## src/rtl/ps2_key_decoder.sv

```systemverilog
// ps2_key_decoder
// Receive-only PS/2 keyboard front end. It synchronizes and de-glitches the
// raw PS/2 clock and data, collects 11-bit frames on the falling edges of the
// filtered clock, and turns scan-code bytes into key events.
//   E0 sets the extended flag and F0 sets the break (release) flag. Neither
//   byte produces an event.
//   Any other good byte produces a one-cycle key_valid with {ext, byte}.
//   A bad frame or a stalled frame produces a one-cycle frame_err and clears
//   both flags.
// Optional feature: define PS2_PARITY_CHECK_EN to reject frames whose
// data+parity bits do not have odd parity. In the default build the parity
// bit is sampled and then ignored.
//
// state | meaning
// ------+---------------------------------------------------------------
// IDLE  | bus quiet; waiting for the falling edge of a start bit
// RECV  | mid-frame; counting bits 1..10 and running the stall timeout

module ps2_key_decoder #(
   parameter int FILTER_LEN     = 4,
   parameter int TIMEOUT_CYCLES = 200000
) (
   input  logic       clk,
   input  logic       rst,
   input  logic       ps2_clk,
   input  logic       ps2_data,
   output logic       key_valid,
   output logic [8:0] key_code,
   output logic       key_make,
   output logic       frame_err
);

   localparam int FLT_W = (FILTER_LEN > 1) ? $clog2(FILTER_LEN) : 1;
   localparam int TMO_W = (TIMEOUT_CYCLES > 1) ? $clog2(TIMEOUT_CYCLES) : 1;

   // Filter terminal count: the filtered level flips on the FILTER_LEN-th
   // consecutive sample that disagrees with it.
   localparam logic [FLT_W-1:0] FLT_TC   = FLT_W'(FILTER_LEN - 1);
   // Timeout reload value: expiry happens on the TIMEOUT_CYCLES-th cycle
   // after the last falling edge.
   localparam logic [TMO_W-1:0] TMO_LOAD = TMO_W'(TIMEOUT_CYCLES - 1);

   localparam logic [7:0] BYTE_EXT = 8'hE0;
   localparam logic [7:0] BYTE_BRK = 8'hF0;

   typedef enum logic {
      ST_IDLE = 1'b0,
      ST_RECV = 1'b1
   } state_t;

   logic             r_clk_s1;
   logic             r_clk_s2;
   logic             r_dat_s1;
   logic             r_dat_s2;
   logic             r_flt_clk;
   logic             r_flt_d;
   logic [FLT_W-1:0] r_flt_cnt;

   state_t           r_state;
   logic [3:0]       r_bit_cnt;
   logic [TMO_W-1:0] r_tmo;
   logic             r_start_bit;
   logic [7:0]       r_data;
   logic             r_ext;
   logic             r_brk;
`ifdef PS2_PARITY_CHECK_EN
   logic             r_par;
`endif

   logic             w_fall;
   logic             w_par_ok;
   logic             w_frame_ok;

   // Two-flop synchronizers; both reset to the idle-high bus level.
   always_ff @(posedge clk or negedge rst) begin
      if (!rst) begin
         r_clk_s1 <= 1'b1;
         r_clk_s2 <= 1'b1;
         r_dat_s1 <= 1'b1;
         r_dat_s2 <= 1'b1;
      end else begin
         r_clk_s1 <= ps2_clk;
         r_clk_s2 <= r_clk_s1;
         r_dat_s1 <= ps2_data;
         r_dat_s2 <= r_dat_s1;
      end
   end

   // Clock de-glitch filter. Any sample that agrees with the current level
   // resets the run count, so a pulse shorter than FILTER_LEN never reaches
   // the edge detector.
   always_ff @(posedge clk or negedge rst) begin
      if (!rst) begin
         r_flt_clk <= 1'b1;
         r_flt_d   <= 1'b1;
         r_flt_cnt <= '0;
      end else begin
         r_flt_d <= r_flt_clk;
         if (r_clk_s2 == r_flt_clk) begin
            r_flt_cnt <= '0;
         end else if (r_flt_cnt == FLT_TC) begin
            r_flt_clk <= r_clk_s2;
            r_flt_cnt <= '0;
         end else begin
            r_flt_cnt <= r_flt_cnt + FLT_W'(1);
         end
      end
   end

   assign w_fall = r_flt_d & ~r_flt_clk;

`ifdef PS2_PARITY_CHECK_EN
   // r_par already holds the XOR of the eight data bits and the parity bit.
   // Odd parity over those nine bits means the XOR is 1.
   assign w_par_ok = r_par;
`else
   assign w_par_ok = 1'b1;
`endif

   // The stop bit is the live synchronized sample in the 11th-edge cycle.
   assign w_frame_ok = ~r_start_bit & r_dat_s2 & w_par_ok;

   // Frame FSM with registered key-event and error outputs.
   always_ff @(posedge clk or negedge rst) begin
      if (!rst) begin
         r_state     <= ST_IDLE;
         r_bit_cnt   <= 4'd0;
         r_tmo       <= '0;
         r_start_bit <= 1'b0;
         r_data      <= 8'h00;
         r_ext       <= 1'b0;
         r_brk       <= 1'b0;
`ifdef PS2_PARITY_CHECK_EN
         r_par       <= 1'b0;
`endif
         key_valid   <= 1'b0;
         key_code    <= 9'h000;
         key_make    <= 1'b0;
         frame_err   <= 1'b0;
      end else begin
         key_valid <= 1'b0;
         frame_err <= 1'b0;
         case (r_state)
            ST_IDLE: begin
               r_tmo <= '0;
               if (w_fall) begin
                  r_state     <= ST_RECV;
                  r_bit_cnt   <= 4'd1;
                  r_tmo       <= TMO_LOAD;
                  r_start_bit <= r_dat_s2;
`ifdef PS2_PARITY_CHECK_EN
                  r_par       <= 1'b0;
`endif
               end
            end

            ST_RECV: begin
               if (w_fall) begin
                  // An edge takes priority over a timeout that expires in the
                  // same cycle and restarts the stall timer.
                  r_tmo <= TMO_LOAD;
                  if (r_bit_cnt <= 4'd8) begin
                     r_data <= {r_dat_s2, r_data[7:1]};
                  end
`ifdef PS2_PARITY_CHECK_EN
                  if (r_bit_cnt <= 4'd9) begin
                     r_par <= r_par ^ r_dat_s2;
                  end
`endif
                  if (r_bit_cnt == 4'd10) begin
                     r_state   <= ST_IDLE;
                     r_bit_cnt <= 4'd0;
                     r_tmo     <= '0;
                     if (!w_frame_ok) begin
                        frame_err <= 1'b1;
                        r_ext     <= 1'b0;
                        r_brk     <= 1'b0;
                     end else if (r_data == BYTE_EXT) begin
                        r_ext <= 1'b1;
                     end else if (r_data == BYTE_BRK) begin
                        r_brk <= 1'b1;
                     end else begin
                        key_valid <= 1'b1;
                        key_code  <= {r_ext, r_data};
                        key_make  <= ~r_brk;
                        r_ext     <= 1'b0;
                        r_brk     <= 1'b0;
                     end
                  end else begin
                     r_bit_cnt <= r_bit_cnt + 4'd1;
                  end
               end else if (r_tmo == '0) begin
                  // The keyboard stalled mid-frame, so drop the partial frame.
                  r_state   <= ST_IDLE;
                  r_bit_cnt <= 4'd0;
                  frame_err <= 1'b1;
                  r_ext     <= 1'b0;
                  r_brk     <= 1'b0;
               end else begin
                  r_tmo <= r_tmo - TMO_W'(1);
               end
            end

            default: begin
               r_state   <= ST_IDLE;
               r_bit_cnt <= 4'd0;
               r_tmo     <= '0;
            end
         endcase
      end
   end

endmodule

```

## config.mk

```make
export PLATFORM = sky130hd
export DESIGN_NAME = ps2_key_decoder
export DESIGN_NICKNAME = d
export VERILOG_FILES = /design/src/rtl/ps2_key_decoder.sv
export SDC_FILE = /design/constraint.sdc
export NUM_CORES = 1
export LEC_CHECK = 0
export ABC_AREA = 1
export BUFFER_PORTS_ARGS = -buffer_cell sky130_fd_sc_hd__buf_2
export CAP_MARGIN = 20
export CORE_ASPECT_RATIO = 0.6
export CORE_MARGIN = 2
export CORE_UTILIZATION = 40
export DETAILED_ROUTE_END_ITERATION = 10
export PLACE_DENSITY = 0.6
export SLEW_MARGIN = 5
export SYNTH_ARGS = -nofsm -noshare
export SYNTH_HDL_FRONTEND = slang
export SYNTH_SLANG_ARGS = --single-unit
export TNS_END_PERCENT = 30
```

## constraint.sdc

```tcl
create_clock -name clk -period 1.75 [get_ports clk]
set_input_delay 0.525 -clock clk [delete_from_list [all_inputs] [get_ports clk]]
set_output_delay 0.525 -clock clk [all_outputs]
set_load 0.005 [all_outputs]
```

# [Word level (Yosys, flattened, before mapping)]
# Index checks and enable logic that the tools add are counted.
[op_classes] order_cmp=1 add_sub_neg=3 n_reduce_logical=9 n_bitwise=9 eq_ne=11 mux=39
[ops] operator="2-to-1 mux 18 bit" n=4
[ops] operator="one-hot mux 18 bit (2 select lines)" n=1
[ops] operator="2-to-1 mux 1 bit" n=26
[ops] operator="zero test 18 bit" n=1
[ops] operator="subtractor 18 x 1 -> 18 bit, second input constant" n=1
[ops] operator="equality test 8 bit, second input constant" n=2
[ops] operator="2-to-1 mux 4 bit" n=4
[ops] operator="one-hot mux 4 bit (2 select lines)" n=1
[ops] operator="AND reduction 4 bit" n=2
[ops] operator="inverter 1 bit" n=7
[ops] operator="!= test 3 bit, second input constant" n=2
[ops] operator="AND reduction 2 bit" n=3
[ops] operator="AND reduction 6 bit" n=1
[ops] operator="adder 4 x 1 -> 4 bit, second input constant" n=1
[ops] operator="equality test 4 bit, second input constant" n=1
[ops] operator="less-or-equal comparator 4 bit, second input constant" n=1
[ops] operator="2-to-1 mux 2 bit" n=2
[ops] operator="!= test 4 bit, second input constant" n=1
[ops] operator="!= test 3 x 1 -> 1 bit, second input constant" n=1
[ops] operator="AND reduction 3 bit" n=1
[ops] operator="adder 2 x 1 -> 2 bit, second input constant" n=1
[ops] operator="AND 1 bit" n=2
[ops] operator="equality test 2 bit, second input constant" n=1
[ops] operator="!= test 2 x 1 -> 1 bit, second input constant" n=1
[ops] operator="other kinds (4)" n=4
[totals] in_bits=4 out_inout_bits=12 reg_bits=54 wordCells=90

# [Depth between registers and ports, before layout]
[logic_depth] ltp_word=7 mapped_depth=9 depth_no_buf=9

# [Least setup slack after synthesis]
# No wires, ideal clock.
[synth_timing] path_kind="reg-to-reg" startpoint="register r_tmo[0]" endpoint="register r_bit_cnt[2]" synth_period_minus_slack_ns=1.607 n_path_buf=0 stages_incl_launch_ff=10 required_time_ns=1.623 setup_slack_ns=0.143 setup_time_ns=0.127 t_arrival_ns=1.480 cell_sequence="dfrtp_1 -> inv_1 -> ha_1 -> nand3_2 -> nor2_4 -> nand3_4 -> nand2_2 -> nand2_2 -> nand2_1 -> o21ai_0"
[synth_via] elab_chain_cells=3
[synth_rtl] item="start, declared" line="61" rtl="logic [TMO_W-1:0] r_tmo;"
[synth_rtl] item="start signal, assigned" line="200" rtl="r_tmo <= r_tmo - TMO_W'(1);"
[synth_rtl] item="zero test 18 bit" line="192" rtl="end else if (r_tmo == '0) begin"
[synth_rtl] item="!= test 3 x 1 -> 1 bit (no line)"
[synth_rtl] item="AND reduction 2 bit (no line)"
[synth_rtl] item="end signal, assigned" line="190" rtl="r_bit_cnt <= r_bit_cnt + 4'd1;"
[synth_rtl] item="end, declared" line="60" rtl="logic [3:0] r_bit_cnt;"
# Every way passes these cells.
# A chain may end at the register's enable or synchronous reset.

# [Worst setup path in the final report]
[layout_timing] startpoint="register r_tmo[2]" endpoint="register r_tmo[15]"
[layout_via] elab_chain_cells=4 word_cells_on_any_way=6 classes_between="add/sub: 1; eq/ne: 1; mux: 3; reduce/logical: 1"
[layout_rtl] item="subtractor 18 x 1 -> 18 bit" line="200"
[layout_rtl] item="2-to-1 mux 18 bit" line="192"
[layout_rtl] item="2-to-1 mux 18 bit" line="158" rtl="if (w_fall) begin"
[layout_rtl] item="one-hot mux 18 bit (2 select lines)" line="143" rtl="case (r_state)"
# Parallel ways exist; a longest one is shown, timed or not. The select of a mux whose other input is x is not followed.

==> results.md <==
* Outcome: completed
* Final min period at between 1.5 and 2 ns
* Cell mode on critical path: nand2_1
* P_leak at about 1.6 nW
* Mean area per synthesized cell at 8.218 µm²
* Initial Util at around two fifths
* Synth Warn # at 0
* Critical Path End Type: register
* Worst skew pair latency at approximately 0.3 ns
* Critical path class: reg2reg
* Peak Freq at slightly above 600 MHz
* Power Dens Cells at roughly 1600 mW/mm²
* # fillers at approximately 660
* Chip Height at just under 70 µm
* Die area at around 0.0075 mm²
* DRT iter0 DRCs at 200
* Worst slew pin tran at between 0.6 and 0.7 ns
* Max H-tree Level at 2
* Total Power at around 5.2 mW
* Worst path arrival time at 1.84 ns
* Crit path max-delay family: simple AND/OR/NAND/NOR gates
* Cell Area, Synth at 0.002704 mm²
* Total clock sinks at 54
* Max Clock Skew at just over 0.007 ns
* Post-synthesis sequential area ratio at between 50 and 60%
* Vias/cell at 4.978
* RD Place Congestion at about 0.9
* Via count at between 2000 and 2500
* CP max stage cell: dfrtp_1
* Area of the core at 0.006619 mm²
* CTS Hold Bufs at 0
* CTS Buffer Depth at 2
* Num CTS Buffers at 5
* Worst VDD drop at just over 0.7 mV
* Critical path required time at just under 2 ns
* Final Cycle Share at between 90 and 100%
* Crit path cell chain: nor2_1 -> nand2_1 -> nor2_1 -> nand2_1 -> nand2_1 -> nand3_1 -> nor3_1
* Wire length per cell at approximately 14 µm
* RSZ-0062 raised after global routing: false
* Remaining Overflow, GRT at 0
* Input/output buffers at 15
* Root Buffer Master: clkbuf_16
* Die X at 110.1 µm
* Row count at 23
* Share of cells above drive strength 1 at about a fifth
* Antenna diodes at 0
* Final setup vio count at 0
* Post-route ant nets at 0
* Slew margin rel. at between 50% and 60%
* Endpoints failing hold at 0
* Total track usage at 18.70%
* Clock slew at reported path FFs at roughly 0.070 ns
* Area Growth Syn to Fin at 17.72%
* First-pass GRT wire length at a little over 10000 µm
* CP Launch Point: r_tmo[2]
* Vias in the first global route at between 2000 and 2500
* R2r startpoint: r_tmo[2]
* Multi-input logic area at 0.001182 mm²
* Pins Over Slew Limit at 0
* Mapped Cells at between 300 and 400
* Netlist cell types at 26
* Crit-path max FO at 6
* Initial antenna violation count at 0
* Post-Syn Nets at 335
* Pre-antenna DRT Iters at 4
* Fin nets at ~370
* Setup TNS at 0 ns
* Register Area at between 0.001 and 0.0015 mm²
* Buffers & Inverters on Critical Path at 0
* Dpl hpwl at approximately 4500 µm
* Drc violations at 0
* Setup crit start kind: register
* I/O pins at 16
* Worst path max stage delay at between 0.4 and 0.5 ns
* Largest net degree at the start of global routing at between 50 and 60
* CTS tree: built
* Max_cap viols at 0
* Routed WL at around 6000 µm
* #FFs+latches synth at 54
* Min-delay worst type: in2async
-- state kept, by name, indices dropped and copies added, names as in the netlist --
| signal | cells |
|---|---|
| r_tmo | 18 |
| key_code | 9 |
| r_data | 8 |
| r_bit_cnt | 4 |
| r_flt_cnt | 2 |
| frame_err | 1 |
| key_make | 1 |
| key_valid | 1 |
| r_brk | 1 |
| r_clk_s1 | 1 |
| r_clk_s2 | 1 |
| r_dat_s1 | 1 |
| r_dat_s2 | 1 |
| r_ext | 1 |
| r_flt_clk | 1 |
| r_flt_d | 1 |
| r_start_bit | 1 |
| r_state | 1 |
-- per-layer routing --
metal / routed length, µm / vias up / track usage (%)
met3: 326 / 6 / 4.730
met2: 2317 / 56 / 23.62
li1: - / 1112 / -
met1: 3363 / 1051 / 29.62
met4: 75 / 0 / 7.031
met5: 0 / - / 0
-- synth_stat cells --
cell	number	area share (%)
nand3_1	24	4.4
nand2_2	5	1.2
nor2_1	39	5.4
xor2_1	3	0.97
buf_2	4	0.74
nand4_1	5	1.2
nor3_1	6	1.1
inv_2	3	0.42
ha_1	2	0.93
dfstp_2	6	5.8
xnor2_1	2	0.65
o21ai_1	3	0.56
nand2_1	83	12
inv_1	35	4.9
a21o_1	1	0.28
o21ai_2	9	2.9
a21oi_1	18	3.3
o21ai_0	18	3.3
nor2_4	5	2.1
nand3_2	1	0.37
o211ai_2	1	0.46
dfrtp_1	48	44
inv_4	1	0.23
nand3_4	2	1.3
buf_6	2	0.83
nor2_2	3	0.69
-- what timing repair did --
item / 4_1_cts / 5_1_grt
setup buffers: 0 / 1
gates resized for setup: 0 / 5
endpoints found under the setup margin: 0 / 23
-- placed cells by master, fill, tap and decap left out, types with 5 or more instances in the layout --
cell and n:
buf_2 15, buf_4 12, nor2_1 38, inv_1 35, a21oi_1 18, o21ai_2 8
dfstp_2 6, dfrtp_1 48, o21ai_0 18, clkbuf_16 5, nor3_1 6, nor2_4 6
nand2_1 83, nand3_1 24, nand4_1 5
-- final cells by class --
type	count	share of cell area (%)
inverters	39	4.678
flip-flops and latches	54	42.69
clock inverters	2	1.887
well taps	87	3.420
multi-input cells	231	37.15
clock buffers	6	4.363
repair buffers	28	5.818
-- metrics by stage --
step / instance area [µm²] / util (%) / hold WS, ns / instances / setup WS, ns
final: 3183 / 48.09 / 0.2016 / 447 / 0.1256
after global routing: 3183 / 48.09 / 0.2259 / 447 / 0.001762
after CTS: 3147 / 47.54 / 0.2180 / 445 / 0.07972
after detailed placement: 2948 / 44.54 / 0.3479 / 437 / 0.09093
after global placement: 2948 / 44.54 / 0.3458 / 437 / 0.1144
after floorplan: 2704 / - / 0.2294 / 329 / 0.1430
-- worst register-to-register path, delay by kind of cell (launching register included) --
kind | cells | cell delay [ns]
flip-flops | 1 | 0.41
AND/OR/NAND/NOR | 7 | 1.12
-- worst paths after layout --
path | endpoint | slack (ns) | depth (start not counted)
setup / recovery | r_tmo[15] | 0.13 | 7
hold / removal | r_data[7] | 0.20 | 2
setup reg to reg | r_tmo[15] | 0.13 | 7
hold reg to reg | r_dat_s2 | 0.36 | 0
max in group asynchronous | r_clk_s2 | 1.24 | 2
min in group clk | r_dat_s1 | 0.32 | 1
-- report_power, final --
group / switching [mW] / leakage (nW) / internal [mW]
Clock: 0.466 / 0.0971 / 0.859
Sequential: 0.319 / 0.688 / 1.62
Combinational: 1.23 / 0.782 / 0.685
-- logic make-up after synthesis --
family | Yosys count | synth area share (%)
buffers and inverters | 45 | 7.080
DFF | 54 | 50.25
xor gates and xnor gates | 5 | 1.620
and+or+nand+nor | 173 | 29.25
AOI/OAI and AO/OA | 50 | 10.87
adders and majority gates | 2 | 0.9253
Power figures use the tool's default switching activity.
